### src/rtl/r_mem_loader_pkg.sv
// Shared definitions for the R memory loader.
//   WORD_W  - serial word width in bits
//   DEPTH   - words per load (R memory depth)
//   ADDR_W  - memory address width, DEPTH == 2**ADDR_W
//   CNT_W   - width of the received-bit counter
//   state_t - loader FSM state encoding
package r_mem_loader_pkg;

    localparam int WORD_W = 16;
    localparam int DEPTH  = 16;
    localparam int ADDR_W = 4;
    localparam int CNT_W  = $clog2(WORD_W);

    typedef enum logic [1:0] {
        IDLE = 2'd0,
        RECV = 2'd1,
        DONE = 2'd2
    } state_t;

endpackage

### src/rtl/r_mem_loader_serial_shift_in.sv
// Serial-to-parallel shifter with received-bit counter.
// Ports:
//   clk, rst_n - clock, asynchronous active-low reset
//   clear      - zero the bit counter (restart or word completed)
//   load_msb   - take sdata as the first (MSB) bit of a new word, count = 1
//   shift      - append sdata below the bits already held, count + 1
//   sdata      - serial input bit
//   word       - assembled word: held bits with the current sdata as LSB
//   last_bit   - the current sdata is the LSB of the word being received
// Priority when several controls are high: clear, then load_msb, then shift.
module r_mem_loader_serial_shift_in
    import r_mem_loader_pkg::*;
(
    input  logic              clk,
    input  logic              rst_n,
    input  logic              clear,
    input  logic              load_msb,
    input  logic              shift,
    input  logic              sdata,
    output logic [WORD_W-1:0] word,
    output logic              last_bit
);

    // Only WORD_W-1 bits are ever stored: the LSB is used straight from
    // sdata on the cycle it arrives, so the word is ready at that edge.
    logic [WORD_W-2:0] shift_q;
    logic [CNT_W-1:0]  cnt_q;

    always_ff @(posedge clk or negedge rst_n) begin
        if (!rst_n) begin
            shift_q <= '0;
            cnt_q   <= '0;
        end else if (clear) begin
            cnt_q   <= '0;
        end else if (load_msb) begin
            shift_q <= {{(WORD_W-2){1'b0}}, sdata};
            cnt_q   <= CNT_W'(1);
        end else if (shift) begin
            shift_q <= {shift_q[WORD_W-3:0], sdata};
            cnt_q   <= cnt_q + CNT_W'(1);
        end
    end

    assign word     = {shift_q, sdata};
    assign last_bit = (cnt_q == CNT_W'(WORD_W-1));

endmodule

### src/rtl/r_mem_loader.sv
// Fills the 16-entry R memory from a framed, MSB-first serial stream.
// Ports:
//   Sclk          - system clock, all state changes on posedge
//   Reset_n       - asynchronous active-low reset
//   Start         - synchronous restart: address 0, flags cleared, IDLE
//   Frame         - high on the MSB cycle of each word
//   Sdata         - serial data, one bit per Sclk
//   write_enable  - one-cycle write strobe to the memory
//   Frame_wr      - memory Frame pin, identical to write_enable
//   Write_Address - address of the word being written (held between writes)
//   data_in       - assembled word (held between writes)
//   Load_done     - high from the cycle after the last write until Start/reset
//   Sync_err      - sticky: a Frame arrived while a word was partly received
//   state_dbg     - current FSM state, for observation only
// Write port handshake: write_enable/Frame_wr form a push-only strobe with no
// back-pressure. While the strobe is high, Write_Address and data_in are valid
// and the memory must take them (it latches on the following negedge); each
// strobe lasts exactly one cycle and is never repeated for the same word.
module r_mem_loader
    import r_mem_loader_pkg::*;
(
    input  logic              Sclk,
    input  logic              Reset_n,
    input  logic              Start,
    input  logic              Frame,
    input  logic              Sdata,
    output logic              write_enable,
    output logic              Frame_wr,
    output logic [ADDR_W-1:0] Write_Address,
    output logic [WORD_W-1:0] data_in,
    output logic              Load_done,
    output logic              Sync_err,
    output state_t            state_dbg
);

    state_t            state;
    logic [ADDR_W-1:0] addr_q;
    logic [WORD_W-1:0] word;
    logic              last_bit;
    logic              load_msb;
    logic              shift_en;
    logic              clear;

    // A Frame outside DONE always starts a new word: from IDLE it is a
    // normal word start, in RECV it is a resync that drops the partial word.
    assign load_msb = !Start && Frame && (state != DONE);
    assign shift_en = !Start && !Frame && (state == RECV) && !last_bit;
    assign clear    = Start || (!Frame && (state == RECV) && last_bit);

    r_mem_loader_serial_shift_in u_shift (
        .clk      (Sclk),
        .rst_n    (Reset_n),
        .clear    (clear),
        .load_msb (load_msb),
        .shift    (shift_en),
        .sdata    (Sdata),
        .word     (word),
        .last_bit (last_bit)
    );

    always_ff @(posedge Sclk or negedge Reset_n) begin
        if (!Reset_n) begin
            state         <= IDLE;
            addr_q        <= '0;
            write_enable  <= 1'b0;
            Write_Address <= '0;
            data_in       <= '0;
            Load_done     <= 1'b0;
            Sync_err      <= 1'b0;
        end else begin
            write_enable <= 1'b0;
            if (Start) begin
                state     <= IDLE;
                addr_q    <= '0;
                Load_done <= 1'b0;
                Sync_err  <= 1'b0;
            end else begin
                case (state)
                    IDLE: begin
                        if (Frame) state <= RECV;
                    end
                    RECV: begin
                        if (Frame) begin
                            Sync_err <= 1'b1;
                        end else if (last_bit) begin
                            write_enable  <= 1'b1;
                            data_in       <= word;
                            Write_Address <= addr_q;
                            // The address stops at DEPTH-1; DONE blocks
                            // anything beyond the last entry.
                            if (addr_q == ADDR_W'(DEPTH-1)) begin
                                state  <= DONE;
                            end else begin
                                addr_q <= addr_q + ADDR_W'(1);
                                state  <= IDLE;
                            end
                        end
                    end
                    DONE: begin
                        // Set one cycle after entry, i.e. after the last strobe.
                        Load_done <= 1'b1;
                    end
                    default: state <= IDLE;
                endcase
            end
        end
    end

    assign Frame_wr  = write_enable;
    assign state_dbg = state;

endmodule
### config.mk
export PLATFORM = sky130hd
export DESIGN_NAME = r_mem_loader
export DESIGN_NICKNAME = d
export VERILOG_FILES = /design/src/rtl/r_mem_loader_pkg.sv /design/src/rtl/r_mem_loader_serial_shift_in.sv /design/src/rtl/r_mem_loader.sv
export SDC_FILE = /design/constraint.sdc
export NUM_CORES = 1
export LEC_CHECK = 0
export CORE_ASPECT_RATIO = 1.75
export CORE_MARGIN = 5
export CORE_UTILIZATION = 58
export CTS_CLUSTER_DIAMETER = 50
export CTS_CLUSTER_SIZE = 16
export DETAILED_ROUTE_END_ITERATION = 7
export PLACE_DENSITY_LB_ADDON = 0.05
export SLEW_MARGIN = 20
export SYNTH_ARGS = -nofsm -noshare
export SYNTH_HDL_FRONTEND = slang
export SYNTH_HIERARCHICAL = 1
export SYNTH_SLANG_ARGS = --single-unit
### constraint.sdc
create_clock -name Sclk -period 5.35 [get_ports Sclk]
set_input_delay 1.605 -clock Sclk [delete_from_list [all_inputs] [get_ports Sclk]]
set_output_delay 1.605 -clock Sclk [all_outputs]
set_load 0.005 [all_outputs]
==> results.cfg, run 1 <==
[finish]
diodes = 0
fin_area_um2 = 2640
areaGrowthSynthToFinish_pct = 16.8
fin_cells = 240
final_cell_mix = 48 x dfrtp_1, 29 x mux2_4, 29 x clkdlybuf4s50_1, 14 x and2b_1, 7 x mux2_2
drive_above_1_share_pct = 26.0
nets = 198
final_common_cell = dfrtp_1

[flow_run]
cap_violations = 0

[pwr]
leakage_uw = 0.00132
p_per_area_nw_per_um2 = 258
ir_worst_vdd_mv = 0.225

[global_route]
grt_use_met2_pct = 28.6
grt_use_total_pct = 16.7
grt-ovfl-total = 0
antenna_found_initial = 0
met1_usage_pct = 19.8
grt_max_degree = 49
grt_pass1_wl_um = 6840
grtUsageMet3_pct = 3.07
grt_pass1_vias = 1430
busiest_layer = met2

[clock_network]
path_clk_slew_ps = 90
numCtsBuffers = 5
cts_resized = 0
cts.sinks = 48
root_buffer = clkbuf_8
htreeDepth = 2
post-cts-setup-buffers = 0
cts_hold_buf = 0
cts_tree = yes
cts_max_path_buffers = 2
clock_latency_ps = 300

[synthesis]
synthMuxAreaShare_pct = 23.2
synth_cell_type_count = 35
syn_inst = 161
synth-xor-area-share_pct = 0.388
synthAdderAreaFrac_pct = 1.11
synth_area_um2 = 2260
yosys_warnings = 6
ys_seq_area_share_pct = 53.2
synth_top_family_by_area = multiplexers
synthesis.nets = 168
synth-edff-count = 0
synth_seq_cells = 48
synth_compound_area_share_pct = 4.05
synth.avg_cell_area_um2 = 14.0
synthFlopType = dfrtp_1
synth_simple_gate_area_share_pct = 13.1
async_flop_share_pct = 100

[worst_setup_path]
r2r_cells = 6
regToRegSetupSlack_ps = 2760
required_ps = 5540
end_kind = flip-flop
critPathLaunch = Start
arrival_ps = 3870
cp_max_fo = 15
timing.rr.end = u_shift/shift_q[2]
rr_startpoint = u_shift/cnt_q[0]
critPathLaunchType = input port
critPathCapture = u_shift/shift_q[2]
critPathKind = input port to flip-flop

[route]
dr_total_vias = 1324
postRouteAntennaNets = 0
drc_errors = 0
viasPerCell = 5.52
routed_wirelength_um = 3830
wl_per_cell_um = 15.9
drt_pass1_iterations = 4
drt_iter0_markers = 22

[placement]
placed_area_um2 = 2540
placed_cells = 232
io_buffers = 30
place_congestion = 0.713
dp_hpwl_um = 2770

[timing]
max_slew_margin_pct = 43.6
finClkSkew_ps = 9.11
tightest_slew_ps = 846
hold_violations = 0
setup_tns_ps = 0
setup_viol = 0
period_needed_ps = 3680
worst_hold_slack_ps = 510
fmaxAchievable_mhz = 272
rsz0062_at_grt = false
drv_slew = 0
period_share_pct = 68.8

[die]
die-area_um2 = 5290
initial_utilization_pct = 58.9
core_um2 = 3830
dieHeight_um = 92.5
pin_count = 31
dieWidth_um = 57.1
rows = 30

[min_path]
hold_path_class = flip-flop to flip-flop

[status]
status = completed
## report_power, final
group | leakage, uW | internal, uW | switching [uW]
clock network | 0.0000445 | 105 | 114
logic | 0.000613 | 36.1 | 25.2
registers | 0.000661 | 383 | 17.7
total | 0.00132 | 524 | 157
## sequential cells by signal (all words and copies together), names as in the netlist
| name | count |
|---|---|
| Frame_wr | 1 |
| Load_done | 1 |
| Sync_err | 1 |
| Write_Address | 4 |
| addr_q | 4 |
| data_in | 16 |
| state_dbg | 2 |
| u_shift/cnt_q | 4 |
| u_shift/shift_q | 15 |
## cells in the mapped netlist (all sizes together) (2+ instances only)
| cell | number | area (um2) |
|---|---|---|
| buf | 7 | 80.1 |
| and3 | 2 | 12.5 |
| nand2 | 4 | 15.0 |
| nor3b | 2 | 15.0 |
| clkbuf | 2 | 7.51 |
| nor2b | 2 | 12.5 |
| inv | 6 | 22.5 |
| dfrtp | 48 | 1200 |
| and2b | 14 | 105 |
| nand2b | 3 | 18.8 |
| o311ai | 2 | 17.5 |
| a21oi | 6 | 30.0 |
| nor3 | 4 | 20.0 |
| nor2 | 4 | 15.0 |
| ha | 2 | 25.0 |
| nand3 | 2 | 10.0 |
| mux2 | 36 | 514 |
## through the flow
stage | utilization [%] | setup slack (ps) | total power, uW
2_1_floorplan | - | 2160 | 447
5_1_grt | 68.8 | 1540 | 715
4_1_cts | 68.8 | 1650 | 692
3_3_place_gp | 66.3 | 1440 | 466
3_5_place_dp | 66.3 | 1340 | 471
6_report | 68.8 | 1670 | 680
## final cells by class
type | count | area [um2]
clock buffers | 7 | 86.3
clock inverters | 1 | 7.51
fillers | 280 | 1190
inverters | 6 | 22.5
multi-input cells | 98 | 945
flip-flops and latches | 48 | 1200
well taps | 48 | 60.1
repair buffers | 32 | 313
## how the worst min path moves through the flow
stage                         from     endpoint  slack, ps  cells past startpoint
2_1_floorplan  u_shift/shift_q[14]  data_in[15]        480                      1
3_3_place_gp           data_in[10]  data_in[10]        490                      1
3_5_place_dp            data_in[4]   data_in[4]        490                      1
4_1_cts                data_in[10]  data_in[10]        510                      1
5_1_grt                 data_in[4]   data_in[4]        530                      1
6_report               data_in[10]  data_in[10]        510                      1
## critical path, cell delays in order
cell,delay [ps]
clkdlybuf4s50_1,600
nor4_1,350
buf_4,200
o21ba_1,690
mux2_2,420
## cells by family after synthesis
group / Yosys count
flops: 48
buf+inv: 15
compound gates: 13
mux: 37
fa+ha+maj: 2
xor+xnor: 1
simple gates: 45
## per-layer routing
layer,wire [um],vias up
met2,2060,24
met1,1550,675
met3,131,6
li1,-,619
met5,0,-
met4,82,0
No activity file was read; power rests on OpenSTA's default activity.
==> run 2: changes to the inputs <==
--- a/config.mk
+++ b/config.mk
@@ -7,7 +7,7 @@
 export LEC_CHECK = 0
 export CORE_ASPECT_RATIO = 1.75
 export CORE_MARGIN = 5
-export CORE_UTILIZATION = 58
+export CORE_UTILIZATION = 49
 export CTS_CLUSTER_DIAMETER = 50
 export CTS_CLUSTER_SIZE = 16
 export DETAILED_ROUTE_END_ITERATION = 7
==> constraint.sdc (replaced) <==
create_clock -name Sclk -period 3.15 [get_ports Sclk]
set_input_delay 0.945 -clock Sclk [delete_from_list [all_inputs] [get_ports Sclk]]
set_output_delay 0.945 -clock Sclk [all_outputs]
set_load 0.005 [all_outputs]
==> run 2 against run 1 <==
Hold slack better by 0.64 ps; sequential share of layout area is 0.24 points lower; non-clock buffer count is 5 higher; die area is 16% higher.
==> results.cfg, run 2 (same netlist as run 1, synthesis figures left out) <==
[die]
initial_utilization_pct = 50.8
pin_count = 31
core_um2 = 4440
dieWidth_um = 61.3
rows = 32
die-area_um2 = 6110
dieHeight_um = 99.8

[finish]
final_cell_mix = 48 x dfrtp_1, 29 x mux2_4, 29 x clkdlybuf4s50_1, 14 x and2b_1
top_regs = data_in x16, u_shift/shift_q x15
top_register = data_in
num-fill-cells = 364
drive_above_1_share_pct = 27.3
diodes = 0
largest_register_ffs = 16
nets = 203
final_common_cell = dfrtp_1
areaGrowthSynthToFinish_pct = 17.4

[pwr]
ir_worst_vdd_mv = 0.446
p_per_area_nw_per_um2 = 418
leakage_uw = 0.00133

[route]
postRouteAntennaNets = 0
viasPerCell = 5.41
wl_per_cell_um = 16.4
drt_pass1_iterations = 4
drc_errors = 0
dr_total_vias = 1325
routed_wirelength_um = 4020
drt_iter0_markers = 36

[global_route]
grt-ovfl-total = 0
grt_use_total_pct = 14.9
busiest_layer = met2
grt_max_degree = 24
grt_pass1_wl_um = 6900
antenna_found_initial = 0
met1_usage_pct = 17.0
grt_use_met2_pct = 26.1
grtUsageMet3_pct = 3.38
grt_pass1_vias = 1482

[placement]
dp_hpwl_um = 3010
io_buffers = 30
place_congestion = 0.740

[worst_setup_path]
critPathKind = input port to flip-flop
cp_max_fo = 15
required_ps = 3320
arrival_ps = 2820
critPathLaunchType = input port
end_kind = flip-flop

[timing]
rsz0062_at_grt = false
max_slew_margin_pct = 66.5
period_share_pct = 83.9
tightest_slew_ps = 502
fmaxAchievable_mhz = 378
worst_hold_slack_ps = 511
setup_tns_ps = 0
hold_violations = 0
drv_slew = 0
period_needed_ps = 2640
setup_viol = 0
finClkSkew_ps = 5.36

[clock_network]
cts_hold_buf = 0
path_clk_slew_ps = 80
cts.sinks = 48
htreeDepth = 2
numCtsBuffers = 5
clock_latency_ps = 290
cts_resized = 0
cts_max_path_buffers = 2
root_buffer = clkbuf_8
cts_tree = yes
post-cts-setup-buffers = 0

[flow_run]
cap_violations = 0

[min_path]
hold_path_class = flip-flop to flip-flop

[status]
status = completed
[run 2: cell types whose count changed in the layout (fill, tap and decap cells not counted), sizes merged]
cell,previous run,this run
clkbuf,7,5
buf,3,8
clkinvlp,1,0
[run 2: worst paths after layout]
path,from,endpoint,slack [ps],depth (start not counted)
max,Frame,u_shift/shift_q[9],510,6
min,data_in[13],data_in[13],510,1
max reg2reg,u_shift/cnt_q[0],u_shift/shift_q[9],700,7
min reg2reg,data_in[13],data_in[13],510,1
max in group asynchronous,Reset_n,u_shift/shift_q[9],1940,2
min in group asynchronous,Reset_n,data_in[13],610,1
[run 2: final cells by class]
cell class / count / area, um2 / share of cell area, %
Clock buffer: 5 / 68.8 / 2.60
Inverter: 6 / 22.5 / 0.850
Multi-Input combinational cell: 98 / 945 / 35.7
Sequential cell: 48 / 1200 / 45.3
Tap cell: 51 / 63.8 / 2.41
Timing Repair Buffer: 37 / 348 / 13.1
[run 2: stage by stage]
stage | power [uW] | area (um2) | utilization, % | setup slack [ps] | std cells
floorplan | 760 | 2260 | - | 622 | 161
global route | 1170 | 2650 | 59.6 | 431 | 245
finish | 1110 | 2650 | 59.6 | 506 | 245
global placement | 796 | 2580 | 58.1 | 290 | 240
CTS | 1130 | 2650 | 59.6 | 520 | 245
detailed placement | 802 | 2580 | 58.1 | 207 | 240
[run 2: report_power, final]
part	switching [uW]	internal, uW
Combinational	43.9	64.6
Sequential	27.4	650
Clock	179	143
Total	250	858
[run 2: per-layer routing]
layer,up-vias,wire (um)
met1,671,1630
met3,5,145
met2,22,2190
met4,0,56
met5,-,0
li1,627,-
[run 2: critical path: stages]
cell and delay [ps]:
clkdlybuf4s50_1 430, or4bb_1 570, nand2_1 180, o21ba_1 170
buf_4 210, mux2_4 310
==> run 3: changes to the inputs <==
==> constraint.sdc (replaced) <==
create_clock -name Sclk -period 2.4 [get_ports Sclk]
set_input_delay 0.72 -clock Sclk [delete_from_list [all_inputs] [get_ports Sclk]]
set_output_delay 0.72 -clock Sclk [all_outputs]
set_load 0.005 [all_outputs]
==> run 3 against run 2 <==
Die area stayed put; first-iteration DRC count is 17% lower; register-to-register slack worse by 530 ps; sequential share of layout area down 1.4 points; global-route usage is 0.092 points lower; worst setup slack worse by 340 ps; utilization is 1.9 points higher; critical endpoint is now u_shift/shift_q[12]; clock power grew 88%; routed wire length about the same; cell area is 3.1% higher; via count increased by 1.4%; critical path depth up 1.
==> results.cfg, run 3 (same netlist as run 1, synthesis figures left out) <==
[clock_network]
numCtsBuffers = 5
cts_tree = yes
cts.sinks = 48
clock_latency_ps = 300
htreeDepth = 2
cts_hold_buf = 0
cts_max_path_buffers = 2
path_clk_slew_ps = 90
post-cts-setup-buffers = 0
cts_resized = 0
root_buffer = clkbuf_8

[worst_setup_path]
critPathKind = flip-flop to flip-flop
arrival_ps = 2410
critPathTopFamily = simple AND/OR/NAND/NOR gates
cp_max_fo = 8
required_ps = 2570
worst-path-buf-inv = 1
worst_path_max_delay_cell = or4bb_1
cpPeakStageDelay_ps = 520
critPathLaunchType = flip-flop
crit_path_cell_trace = ha_1 -> and3_1 -> or4bb_1 -> nand2_1 -> o21ba_1 -> buf_4 -> mux2_4
end_kind = flip-flop

[die]
dieHeight_um = 99.8
dieWidth_um = 61.3
rows = 32
initial_utilization_pct = 50.8
core_um2 = 4440
die-area_um2 = 6110
pin_count = 31

[finish]
areaGrowthSynthToFinish_pct = 21.1
multiInputGateArea_um2 = 945
num-fill-cells = 343
top_regs = data_in x16, u_shift/shift_q x15
largest_register_ffs = 16
final_cell_mix = 48 x dfrtp_1, 29 x mux2_4, 29 x clkdlybuf4s50_1, 14 x and2b_1, 11 x buf_4
diodes = 0
final_common_cell = dfrtp_1
regArea_um2 = 1200
drive_above_1_share_pct = 29.9
top_register = data_in
nets = 207
fin_cells = 252

[placement]
place_congestion = 0.774
io_buffers = 30
dpl_worst_slack_ps = -121
placed_cells = 244
dp_hpwl_um = 2880

[status]
status = completed

[timing]
period_needed_ps = 2230
hold_violations = 0
tightest_slew_ps = 540
worst_hold_slack_ps = 393
max_slew_margin_pct = 64.0
period_share_pct = 92.9
setup_tns_ps = 0
rsz0062_at_grt = false
setup_viol = 0
fmaxAchievable_mhz = 448
finClkSkew_ps = 13.6
fin_ws_ps = 169
drv_slew = 0

[global_route]
busiest_layer = met2
grt-ovfl-total = 0
grtUsageMet3_pct = 3.64
grt_use_total_pct = 14.8
antenna_found_initial = 0
grt_max_degree = 26
grt_use_met2_pct = 24.6
grt_pass1_vias = 1415
grt_pass1_wl_um = 6770
met1_usage_pct = 17.5

[flow_run]
cap_violations = 0

[route]
drt_pass1_iterations = 4
viasPerCell = 5.33
drc_errors = 0
drt_iter0_markers = 30
postRouteAntennaNets = 0
wl_per_cell_um = 15.9
dr_total_vias = 1344
routed_wirelength_um = 4020

[pwr]
leakage_uw = 0.00138
sw_frac_of_total_pct = 22.0
switchingPower_uw = 361
pwr-share-seq_pct = 54.1
p_per_area_nw_per_um2 = 601
clockPowerShare_pct = 36.9
ir_worst_vdd_mv = 0.489
internal_power_uw = 1280
comb_power_share_pct = 9.0

[min_path]
hold_path_class = input port to asynchronous set/reset pin
[run 3: cell count changes in the layout (fill, tap and decap cells not counted), sizes merged]
cell,previous run,this run
clkbuf,5,6
clkinv,0,1
buf,8,12
bufinv,0,1
[run 3: power groups by stage]
stage          sequential (uW)  clock [uW]  combinational [uW]
6_report                   888         606                 148
5_1_grt                    896         662                 163
4_1_cts                    889         623                 151
3_5_place_dp               905           0                 151
3_3_place_gp               904           0                 143
2_1_floorplan              893           0                 105
[run 3: routing by layer]
layer	wire [um]	part of all wire (%)
met5	0	0
met4	101	2.5
met3	170	4.2
met2	2070	51
met1	1680	42
[run 3: area by class of cell]
class                           instances  share of cell area, %
Timing Repair Buffer                   41                   13.8
Clock inverter                          2                   1.42
Sequential cell                        48                   44.0
Tap cell                               51                   2.34
Clock buffer                            6                   3.02
Multi-Input combinational cell         98                   34.6
Inverter                                6                  0.825
[run 3: path summary, 6_finish.rpt]
path	from	to	slack [ps]	depth (start not counted)
max	u_shift/cnt_q[0]	u_shift/shift_q[12]	170	7
min reg2reg	Write_Address[3]	Write_Address[3]	510	1
max in group asynchronous	Reset_n	u_shift/shift_q[3]	1410	2
min in group Sclk	Write_Address[3]	Write_Address[3]	510	1
max reg2reg	u_shift/cnt_q[0]	u_shift/shift_q[12]	170	7
min	Reset_n	data_in[6]	390	1
[run 3: stage by stage]
| stage | cell area [um2] | utilization (%) | total power, uW |
|---|---|---|---|
| floorplan | 2260 | - | 997 |
| global placement | 2610 | 58.7 | 1050 |
| finish | 2730 | 61.5 | 1640 |
| CTS | 2730 | 61.5 | 1660 |
| detailed placement | 2610 | 58.7 | 1060 |
| global route | 2730 | 61.5 | 1720 |
